File: src/rtl/root_input_unit.sv
// -----------------------------------------------------------------------------
// root_input_unit
//
// Receiver for the LOCAL port link of the root quadtree router. Incoming flits
// are captured into a first-word-fall-through circular buffer and offered to a
// consumer over a valid/ready handshake. Each consumed flit returns one
// registered credit pulse to the upstream transmitter, whose credit counter is
// reset to the same depth as this buffer.
//
// Optional feature macro: ROOT_INPUT_OVERFLOW_CHECK_EN
//   defined   : overflow_err is a sticky flag set after the first write into a
//               full buffer that is not being drained in the same cycle.
//   undefined : overflow_err is tied to 0; overflowing flits are still dropped.
//
// Ports
//   clk             system clock
//   rst             synchronous active-high reset
//   in_data_valid   flit present on in_data (no backpressure)
//   in_data         incoming flit {info, addr, data}
//   upstream_credit one-cycle pulse per consumed flit
//   out_vld         head flit valid
//   out_rdy         consumer accepts the head flit
//   out_flit        head flit, undecoded
//   out_info        out_flit info field
//   out_addr        out_flit addr field
//   out_data        out_flit data field
//   fifo_count      current buffer occupancy
//   read_pkt_cnt    saturating count of consumed READ flits
//   overflow_err    sticky overflow flag (see macro above)
// -----------------------------------------------------------------------------

`ifndef TOT_FIFO_DEPTH
  `define TOT_FIFO_DEPTH 8
`endif
`ifndef ROUTER_WIDTH
  `define ROUTER_WIDTH 36
`endif
`ifndef ROUTER_INFO_WIDTH
  `define ROUTER_INFO_WIDTH 4
`endif
`ifndef ROUTER_ADDR_WIDTH
  `define ROUTER_ADDR_WIDTH 16
`endif
`ifndef ROUTER_DATA_WIDTH
  `define ROUTER_DATA_WIDTH 16
`endif
`ifndef ROUTER_INFO_READ
  `define ROUTER_INFO_READ 4'd1
`endif

module root_input_unit #(
  parameter int FIFO_DEPTH = `TOT_FIFO_DEPTH,
  parameter int WIDTH      = `ROUTER_WIDTH
) (
  input  logic                            clk,
  input  logic                            rst,
  input  logic                            in_data_valid,
  input  logic [WIDTH-1:0]                in_data,
  output logic                            upstream_credit,
  output logic                            out_vld,
  input  logic                            out_rdy,
  output logic [WIDTH-1:0]                out_flit,
  output logic [`ROUTER_INFO_WIDTH-1:0]   out_info,
  output logic [`ROUTER_ADDR_WIDTH-1:0]   out_addr,
  output logic [`ROUTER_DATA_WIDTH-1:0]   out_data,
  output logic [$clog2(FIFO_DEPTH):0]     fifo_count,
  output logic [15:0]                     read_pkt_cnt,
  output logic                            overflow_err
);

  localparam int PW = $clog2(FIFO_DEPTH);
  localparam int CW = PW + 1;
  localparam int IW = `ROUTER_INFO_WIDTH;
  localparam int AW = `ROUTER_ADDR_WIDTH;
  localparam int DW = `ROUTER_DATA_WIDTH;

  localparam logic [CW-1:0] DEPTH_C = CW'(FIFO_DEPTH);
  localparam logic [IW-1:0] INFO_READ = IW'(`ROUTER_INFO_READ);

  // Storage and pointers
  logic [WIDTH-1:0] mem [FIFO_DEPTH];
  logic [PW-1:0]    wr_ptr;
  logic [PW-1:0]    rd_ptr;
  logic [CW-1:0]    count;

  logic full;
  logic pop;
  logic push;

  assign full = (count == DEPTH_C);
  assign pop  = out_vld && out_rdy;
  // A full buffer still accepts a flit when the head leaves in the same cycle.
  assign push = in_data_valid && (!full || pop);

  // First-word-fall-through output path
  assign out_vld    = (count != '0);
  assign out_flit   = mem[rd_ptr];
  assign out_info   = out_flit[DW+AW +: IW];
  assign out_addr   = out_flit[DW    +: AW];
  assign out_data   = out_flit[0     +: DW];
  assign fifo_count = count;

  // Buffer write; contents need no reset since count gates visibility.
  always_ff @(posedge clk) begin
    if (!rst && push) begin
      mem[wr_ptr] <= in_data;
    end
  end

  // Pointers and occupancy
  always_ff @(posedge clk) begin
    if (rst) begin
      wr_ptr <= '0;
      rd_ptr <= '0;
      count  <= '0;
    end else begin
      if (push) begin
        wr_ptr <= wr_ptr + PW'(1);
      end
      if (pop) begin
        rd_ptr <= rd_ptr + PW'(1);
      end
      case ({push, pop})
        2'b10:   count <= count + CW'(1);
        2'b01:   count <= count - CW'(1);
        default: count <= count;
      endcase
    end
  end

  // Credit return: one registered pulse per consumed flit
  always_ff @(posedge clk) begin
    if (rst) begin
      upstream_credit <= 1'b0;
    end else begin
      upstream_credit <= pop;
    end
  end

  // Saturating READ flit counter
  always_ff @(posedge clk) begin
    if (rst) begin
      read_pkt_cnt <= '0;
    end else if (pop && (out_info == INFO_READ) && (read_pkt_cnt != '1)) begin
      read_pkt_cnt <= read_pkt_cnt + 16'd1;
    end
  end

`ifdef ROOT_INPUT_OVERFLOW_CHECK_EN
  logic overflow_ev;
  logic overflow_q;

  assign overflow_ev  = in_data_valid && full && !pop;
  assign overflow_err = overflow_q;

  always_ff @(posedge clk) begin
    if (rst) begin
      overflow_q <= 1'b0;
    end else if (overflow_ev) begin
      overflow_q <= 1'b1;
    end
  end

`ifndef SYNTHESIS
  always_ff @(posedge clk) begin
    if (!rst && overflow_ev) begin
      $display("WARNING root_input_unit: flit dropped on full buffer at %0t", $time);
    end
  end
`endif
`else
  assign overflow_err = 1'b0;
`endif

endmodule

File: config.mk
export PLATFORM = sky130hd
export DESIGN_NAME = root_input_unit
export DESIGN_NICKNAME = d
export VERILOG_FILES = /design/src/rtl/root_input_unit.sv
export SDC_FILE = /design/constraint.sdc
export NUM_CORES = 1
export LEC_CHECK = 0
export CORE_MARGIN = 1.5
export CORE_UTILIZATION = 28
export CTS_BUF_LIST = sky130_fd_sc_hd__clkbuf_4 sky130_fd_sc_hd__clkbuf_8 sky130_fd_sc_hd__clkbuf_16
export CTS_CLUSTER_SIZE = 20
export DETAILED_ROUTE_END_ITERATION = 16
export PLACE_DENSITY = 0.56
export SLEW_MARGIN = 5
export SYNTH_ARGS = -nofsm -noshare
export SYNTH_HDL_FRONTEND = slang
export SYNTH_SLANG_ARGS = --single-unit
File: constraint.sdc
create_clock -name clk -period 7.5 [get_ports clk]
set_input_delay 1.125 -clock clk [delete_from_list [all_inputs] [get_ports clk]]
set_output_delay 1.125 -clock clk [all_outputs]
set_load 0.1 [all_outputs]
# Yosys cells after proc, flatten, opt, wreduce, memory -nomap -nowiden
# Memory sizes are Yosys's and may differ from the RTL's. A register that Yosys moved wholly into a read port is not among the register bits.
# Cells that the tools add are included.
[op_classes]
eq_ne = 5
n_lt_le_gt_ge = 0
mux = 5
shifts = 0
add_sub_neg = 5
n_bitwise = 0
div_mod_pow = 0
reduce_logical = 10
n_mul = 0
[ops]
columns = ["cell", "n"]
rows = [
  ["16-bit by 1-bit adder with 16-bit output, second input constant", 1],
  ["16-bit inequality test, second input constant", 1],
  ["4-bit case mux with 2 select lines", 1],
  ["3-bit by 1-bit adder with 3-bit output, second input constant", 2],
  ["3-bit two-way mux", 2],
  ["1-bit logical AND", 5],
  ["4-bit by 1-bit adder with 4-bit output, second input constant", 1],
  ["4-bit by 1-bit equality test with 1-bit output, second input constant", 1],
  ["4-bit equality test, second input constant", 1],
  ["4-bit nonzero test", 1],
  ["4-bit by 1-bit subtractor with 4-bit output, second input constant", 1],
  ["2-bit by 1-bit equality test with 1-bit output, second input constant", 1],
  ["2-bit equality test, second input constant", 1],
  ["1-bit logical NOT", 2],
  ["1-bit two-way mux", 2],
  ["2-bit nonzero test", 1],
  ["1-bit logical OR", 1],
]
[word_totals]
input_bits = 40
ramBits = 288
latch_bits = 0
wordCells = 31
output_inout_bits = 95
memories = 1
regBits = 27
mem_bits_ro = 0
[mem_list]
columns = ["name", "depth", "width", "rd", "rd_clocked_by_memory_dff", "wr", "line_no", "source"]
rows = [
  ["mem", 8, 36, 1, 1, 1, "81", "logic [WIDTH-1:0] mem [FIFO_DEPTH];"],
]

# Logic depth before layout (Yosys ltp)
[logic_depth]
word_depth = 7
ltp_mapped = 10
mapped_depth_nobuf = 9

# Worst setup path after synthesis
# Ideal clock, no wire load.
[synth_path]
path_type = "flip-flop to flip-flop"
startpoint = "register count[0], in the netlist fifo_count[0]"
endpoint = "memory mem[5][0] (netlist name) (enable)"
setup_time_ns = 0.532
stages_incl_launch_ff = 5
setup_slack_ns = 1.603
required_ns = 6.968
synth_period_minus_slack_ns = 5.897
t_arrival_ns = 5.365
n_path_buf = 0
path_cell_list = "dfxtp_1 > or3_1 > o21a_1 > nand2_1 > nor4b_1"
[synth_via]
elab_chain_len = 7
elab_cells_between_ends = 9
classes_between = "eq/ne: 1; mux: 2; reduce/logical: 6"
[synth_rtl]
columns = ["item", "line_no", "source"]
rows = [
  ["start, declared", "84", "logic [CW-1:0] count;"],
  ["start signal, assigned", "124", "2'b10: count <= count + CW'(1);"],
  ["start signal, assigned", "125", "2'b01: count <= count - CW'(1);"],
  ["start signal, assigned", "126", "default: count <= count;"],
  ["4-bit equality test / 4-bit nonzero test (equally long branches)", "90, 96", ""],
  ["1-bit logical NOT / 1-bit logical AND (equally long branches)", "93, 91", ""],
  ["1-bit logical OR (*)", "93", "assign push = in_data_valid && (!full || pop);"],
  ["1-bit logical AND (*)", "93", ""],
  ["1-bit logical AND (*)", "105", "if (!rst && push) begin"],
  ["1-bit two-way mux (*)", "105", ""],
  ["1-bit two-way mux (not written as such) (*)", "106", "mem[wr_ptr] <= in_data;"],
  ["end, declared", "81", ""],
]
# Every way passes the cells marked *; elsewhere a longest branch is shown, timed or not.

==> flow_summary.ini <==
[layout]
fill_cells = 4103
syn2layout_area_growth_pct = 21.9
multi_input_area_um2 = 3030
seq_area_um2 = 9260
drive_gt1_share_pct = 23.0
layout.nets = 801

[die]
initial_core_util_pct = 28.5
die_w_um = 216
dieArea_um2 = 46400
io_pins = 135
core_um2 = 44400
die_y_um = 216
num_rows = 77

[setup_path]
critPathMaxStageDelay_ps = 980
crit_end = out_flit[33]
cp-start-kind = register
critPathSlowestCell = clkdlybuf4s50_1
cp-end-kind = primary output
cp.required_ps = 6380
path_max_fanout = 44
worstPathArrival_ps = 4010
r2r_setup_slack_ps = 3720
rr_endpoint = read_pkt_cnt[0]$_SDFFE_PP0P_
crit_chain = buf_4 > mux4_2 > mux2_2 > clkdlybuf4s50_1
crit_type = register to primary output
reg2regPathDepth = 6

[routing]
drtIter0Drc = 400
num_vias = 6266
wl_per_cell_um = 19.6
firstDrtPassIters = 4
drc_errors = 0
via_per_inst = 4.60
wl_mm = 26.8
final_antenna_net_count = 0

[clock_network]
tritoncts = yes
cts_sinks = 318
clk_latency_ps = 570
clk_pin_slew_worst_paths_ps = 60
cts.repair.resized = 0
cts_buffers = 31
cts.path.max_buffers = 3
cts_setup_buffers = 0
htreeDepth = 1
cts.hold.buffers_added = 0
root_buffer = clkbuf_16

[timing]
slew_headroom_pct = 29.0
finalHoldViolations = 0
rsz0062_at_grt = no
finalSetupViolations = 0
fmaxAchievable_mhz = 195
whs_ps = 472
fin_tns_setup_ps = 0
period_minus_slack_ps = 5140
finalClockSkew_ps = 15.5
tightest_slew_ps = 1050
period_share_pct = 68.5
postLayoutSetupSlackWorst_ps = 2360
slew_violations = 0

[worst_hold_path]
hold_class = register to register

[logic_synthesis]
synth-async-reset-ratio_pct = 0
yosysUniqueCellTypes = 44
postSynthAreaPerCell_um2 = 19.6
yosysSeqAreaShare_pct = 73.1
synth-edff-count = 288
yosys_warnings = 0
ys_ff_latch = 318
syn-instance-count = 645
netlist_area_um2 = 12600
syn_nets = 691
synth_ff_type = edfxtp_1

[placement]
dp_slack_ps = 2790
port_buffers = 133
dp_hpwl_mm = 14.3
gp_congestion = 0.683

[power]
finalPower_uw = 5480
p_per_area_nw_per_um2 = 355
power.static_leakage_uw = 0.00470
peakVddDrop_mv = 0.246

[global_route]
grt_pass1_vias = 6447
grt_pass1_wl_mm = 40.6
grt_overflow_total = 0
antenna_found_initial = 4
grtUsageTotal_pct = 11.5
grt_max_degree = 45

[run_status]
status = finished clean

[flow_run]
cap_violations = 0
routing by layer:
| layer | global-route usage [%] | routed length [um] | vias to the layer above |
|---|---|---|---|
| met5 | 0 | 41 | - |
| met4 | 3.08 | 430 | 6 |
| met3 | 2.21 | 1170 | 39 |
| met2 | 19.2 | 13000 | 123 |
| met1 | 15.4 | 12100 | 3301 |
| li1 | - | - | 2797 |
placed cells by master (no fill, tap or decap), types with 10 or more instances in the layout:
master	instances
buf_4	12
nand2_1	17
nor2_1	17
dfxtp_1	27
clkdlybuf4s50_1	133
clkbuf_16	31
mux2_2	37
a21oi_1	15
mux4_2	72
edfxtp_1	288
or4_1	11
o31ai_1	10
worst max-delay path, delay by kind of cell, from the launching register on:
kind	cells	cell delay (ps)
DFF	1	960
muxes	2	880
buffers and inverters	2	1590
kinds of logic after synthesis:
logic type | after synthesis | synth area share, %
other | 1 | 0.0297
XOR/XNOR | 7 | 0.485
buffers and inverters | 73 | 3.33
AO/OA/AOI/OAI | 34 | 1.74
AND/OR/NAND/NOR | 93 | 4.19
multiplexers | 113 | 16.4
flip-flops | 318 | 73.1
adder cells (fa/ha/maj) | 6 | 0.653
cell type report:
type                            instances  share of cell area, %
Sequential cell                       318                   60.1
Multi-Input combinational cell        254                   19.6
Timing Repair Buffer                  145                   9.22
Clock buffer                           37                   5.33
Tap cell                              592                   4.81
Clock inverter                         11                  0.820
Inverter                                5                  0.122
Antenna cell                            1                 0.0162
report_power, final:
part / total [uW] / switching (uW) / internal [uW]
sequential: 2080 / 91.1 / 1990
clock: 1480 / 608 / 868
combinational: 1920 / 1390 / 525
total: 5480 / 2090 / 3380
state kept, by name, summed over array words and instances, names as in the netlist, named ones only:
signal,cells
wr_ptr,3
upstream_credit,1
read_pkt_cnt,16
rd_ptr,3
mem,288
fifo_count,4
worst min path at each step:
stage	startpoint	to	slack (ps)	depth (start not counted)
floorplan	rd_ptr[1]$_SDFFE_PP0N_	register	450	2
global placement	rd_ptr[1]$_SDFFE_PP0N_	register	470	2
detailed placement	rd_ptr[1]$_SDFFE_PP0N_	register	470	2
CTS	rd_ptr[1]$_SDFFE_PP0N_	register	480	2
global route	rd_ptr[1]$_SDFFE_PP0N_	register	490	2
finish	rd_ptr[1]$_SDFFE_PP0N_	register	470	2
Yosys cell counts, drive strengths merged, types with 3 or more instances:
| master | count | share of area, % |
|---|---|---|
| a21oi | 15 | 0.59 |
| buf | 50 | 2.7 |
| clkbuf | 18 | 0.53 |
| dfxtp | 30 | 4.7 |
| edfxtp | 288 | 68 |
| ha | 5 | 0.49 |
| inv | 5 | 0.15 |
| mux2 | 37 | 3.3 |
| mux2i | 4 | 0.32 |
| mux4 | 72 | 13 |
| nand2 | 17 | 0.50 |
| nand2b | 4 | 0.20 |
| nand3 | 7 | 0.28 |
| nand4 | 9 | 0.45 |
| nor2 | 19 | 0.56 |
| nor2b | 3 | 0.15 |
| nor3 | 4 | 0.16 |
| nor4b | 3 | 0.21 |
| o31ai | 10 | 0.59 |
| or4 | 11 | 0.65 |
| xnor2 | 4 | 0.28 |
| xor2 | 3 | 0.21 |
stage by stage:
stage | cells | cell area (um2) | utilization (%)
floorplan | 645 | 12600 | -
global placement | 1314 | 14500 | 32.6
detailed placement | 1314 | 14500 | 32.6
CTS | 1362 | 15400 | 34.7
global route | 1362 | 15400 | 34.7
finish | 1363 | 15400 | 34.7
Power figures use the tool's default switching activity.
==> RTL change, RTL diff (same flow settings) <==
Build with the macro `ROOT_INPUT_OVERFLOW_CHECK_EN` defined.
--- a/src/rtl/root_input_unit.sv
+++ b/src/rtl/root_input_unit.sv
@@ -28,6 +28,8 @@
 //   read_pkt_cnt    saturating count of consumed READ flits
 //   overflow_err    sticky overflow flag (see macro above)
 // -----------------------------------------------------------------------------
+
+`define ROOT_INPUT_OVERFLOW_CHECK_EN
 
 `ifndef TOT_FIFO_DEPTH
   `define TOT_FIFO_DEPTH 8
Behaviour: no difference found for any inputs over 4 cycles, from zero or initial values and one cycle with rst high; that may be too few to reach the edited logic, so the function may still have changed.
==> RTL change against the unedited design <==
  * Cell area grew 1.3%
  * Largest power group unchanged
  * Sequential cell count grew 1
  * Synthesized area shrank 0.56%
  * Wire length shrank 0.85%
  * Worst setup slack gained 0.0040 ns
  * Die area shrank 0.56%
  * Power grew 7.1%
==> RTL change: results (changes against the unedited design) <==
async_reset_ff_frac: 0  # unchanged
syn_nets: 684  # was 691
status: "finished, final reports clean"  # unchanged
postPlaceCellArea_mm2: 0.0144  # was 0.0145 mm2
synthCells: 640  # was 645
holdWs_ns: 0.480  # was 0.472 ns
io_buffers: 134  # was 133
stdcell_area_mm2: 0.0156  # was 0.0154 mm2
slew_headroom: 0.269  # was 0.290
nMultiInputCombCells: 250  # was 254
pre_cts_ws_ns: 2.77  # was 2.79 ns
cp.arrival_ns: 4.01  # about the same
cp-endpoint: "out_info[2]"  # was out_flit[33]
drive_above_1_share: 0.251  # was 0.230
htreeDepth: 2  # was 1
largest_register: "mem"  # unchanged
swShare: 0.380  # was 0.382
drt_iter0_drc: 407  # was 400
bufAreaShareNonClock: 0.0927  # was 0.0922
r2r-end: "read_pkt_cnt[3]"  # was read_pkt_cnt[0]
avgViaCountPerCell: 4.48  # was 4.60
n_all_buffers: 148  # was 145
cts_inserted_buffers: 37  # was 31
wl_mm: 26.5  # was 26.8 mm
fin_nets: 805  # was 801
n_antenna_cell: 2  # was 1
worstPathMaxFanout: 37  # was 44
min_from: "overflow_err"  # was rd_ptr[1]
clkLatencyLatePin_ns: 0.54  # was 0.57 ns
avgSynthCellArea_um2: 19.6  # about the same
clock-skew-final_ns: 0.0226  # was 0.0155 ns
avgRoutedWirePerCell_um: 19.3  # was 19.6 um
max_stage_delay_ns: 1.00  # was 0.98 ns
final-clk-cell-share: 0.0753  # was 0.0614
grt_usage: 0.117  # was 0.115
synth_area_leaders: "edfxtp_1 69%, mux4_2 13%, dfxtp_1 4.9%, mux2_2 3.6%, buf_4 2.2%"  # was edfxtp_1 68%, mux4_2 13%, dfxtp_1 4.7%, mux2_2 3.3%, buf_4 2.3%
ir_drop_mv: 0.242  # was 0.246 mV
gp_congestion: 0.720  # was 0.683
ff_latch_area_mm2: 0.00928  # was 0.00926 mm2
grt_max_degree: 41  # was 45
clock_buffers: 47  # was 37
multi_input_area_share: 0.189  # was 0.196
dp_hpwl_mm: 14.3  # about the same
p_leak_nw: 4.77  # was 4.70 nW
synth_seq_area_share: 0.737  # was 0.731
p_comb_mw: 2.06  # was 1.92 mW
antenna_found_initial: 2  # was 4
yosys-top-cells-count: "288 x edfxtp_1, 72 x mux4_2, 40 x mux2_2, 37 x buf_4, 31 x dfxtp_1"  # was 288 x edfxtp_1, 72 x mux4_2, 38 x buf_4, 37 x mux2_2, 30 x dfxtp_1
-- RTL change: changes by cell type after synthesis, sizes merged, moves of 5 or more --
| cell | delta |
|---|---|
| nand4 | -5 |
| o31ai | -5 |
| or4 | -5 |
| nor2 | +5 |
| o21ai | +7 |
| or3 | +7 |
-- RTL change: kinds of logic (layout without fill, tap and decap cells) --
| kind of cell | after synthesis | after routing | synth area share |
|---|---|---|---|
| and+or+nand+nor | 88 | 88 | 0.0371 |
| muxes | 115 | 115 | 0.167 |
| DFF | 319 | 319 | 0.737 |
| xor gates and xnor gates | 6 | 6 | 0.00418 |
| buffers and inverters | 71 | 213 | 0.0325 |
| other | 0 | 2 | 0 |
| adders and majority gates | 4 | 4 | 0.00398 |
| AOI/OAI and AO/OA | 37 | 37 | 0.0179 |
-- RTL change: routing by layer --
metal	global-route usage	routed length (um)
met1	0.148	11800
met2	0.198	13100
met3	0.0234	1040
met4	0.0420	586
met5	0	13
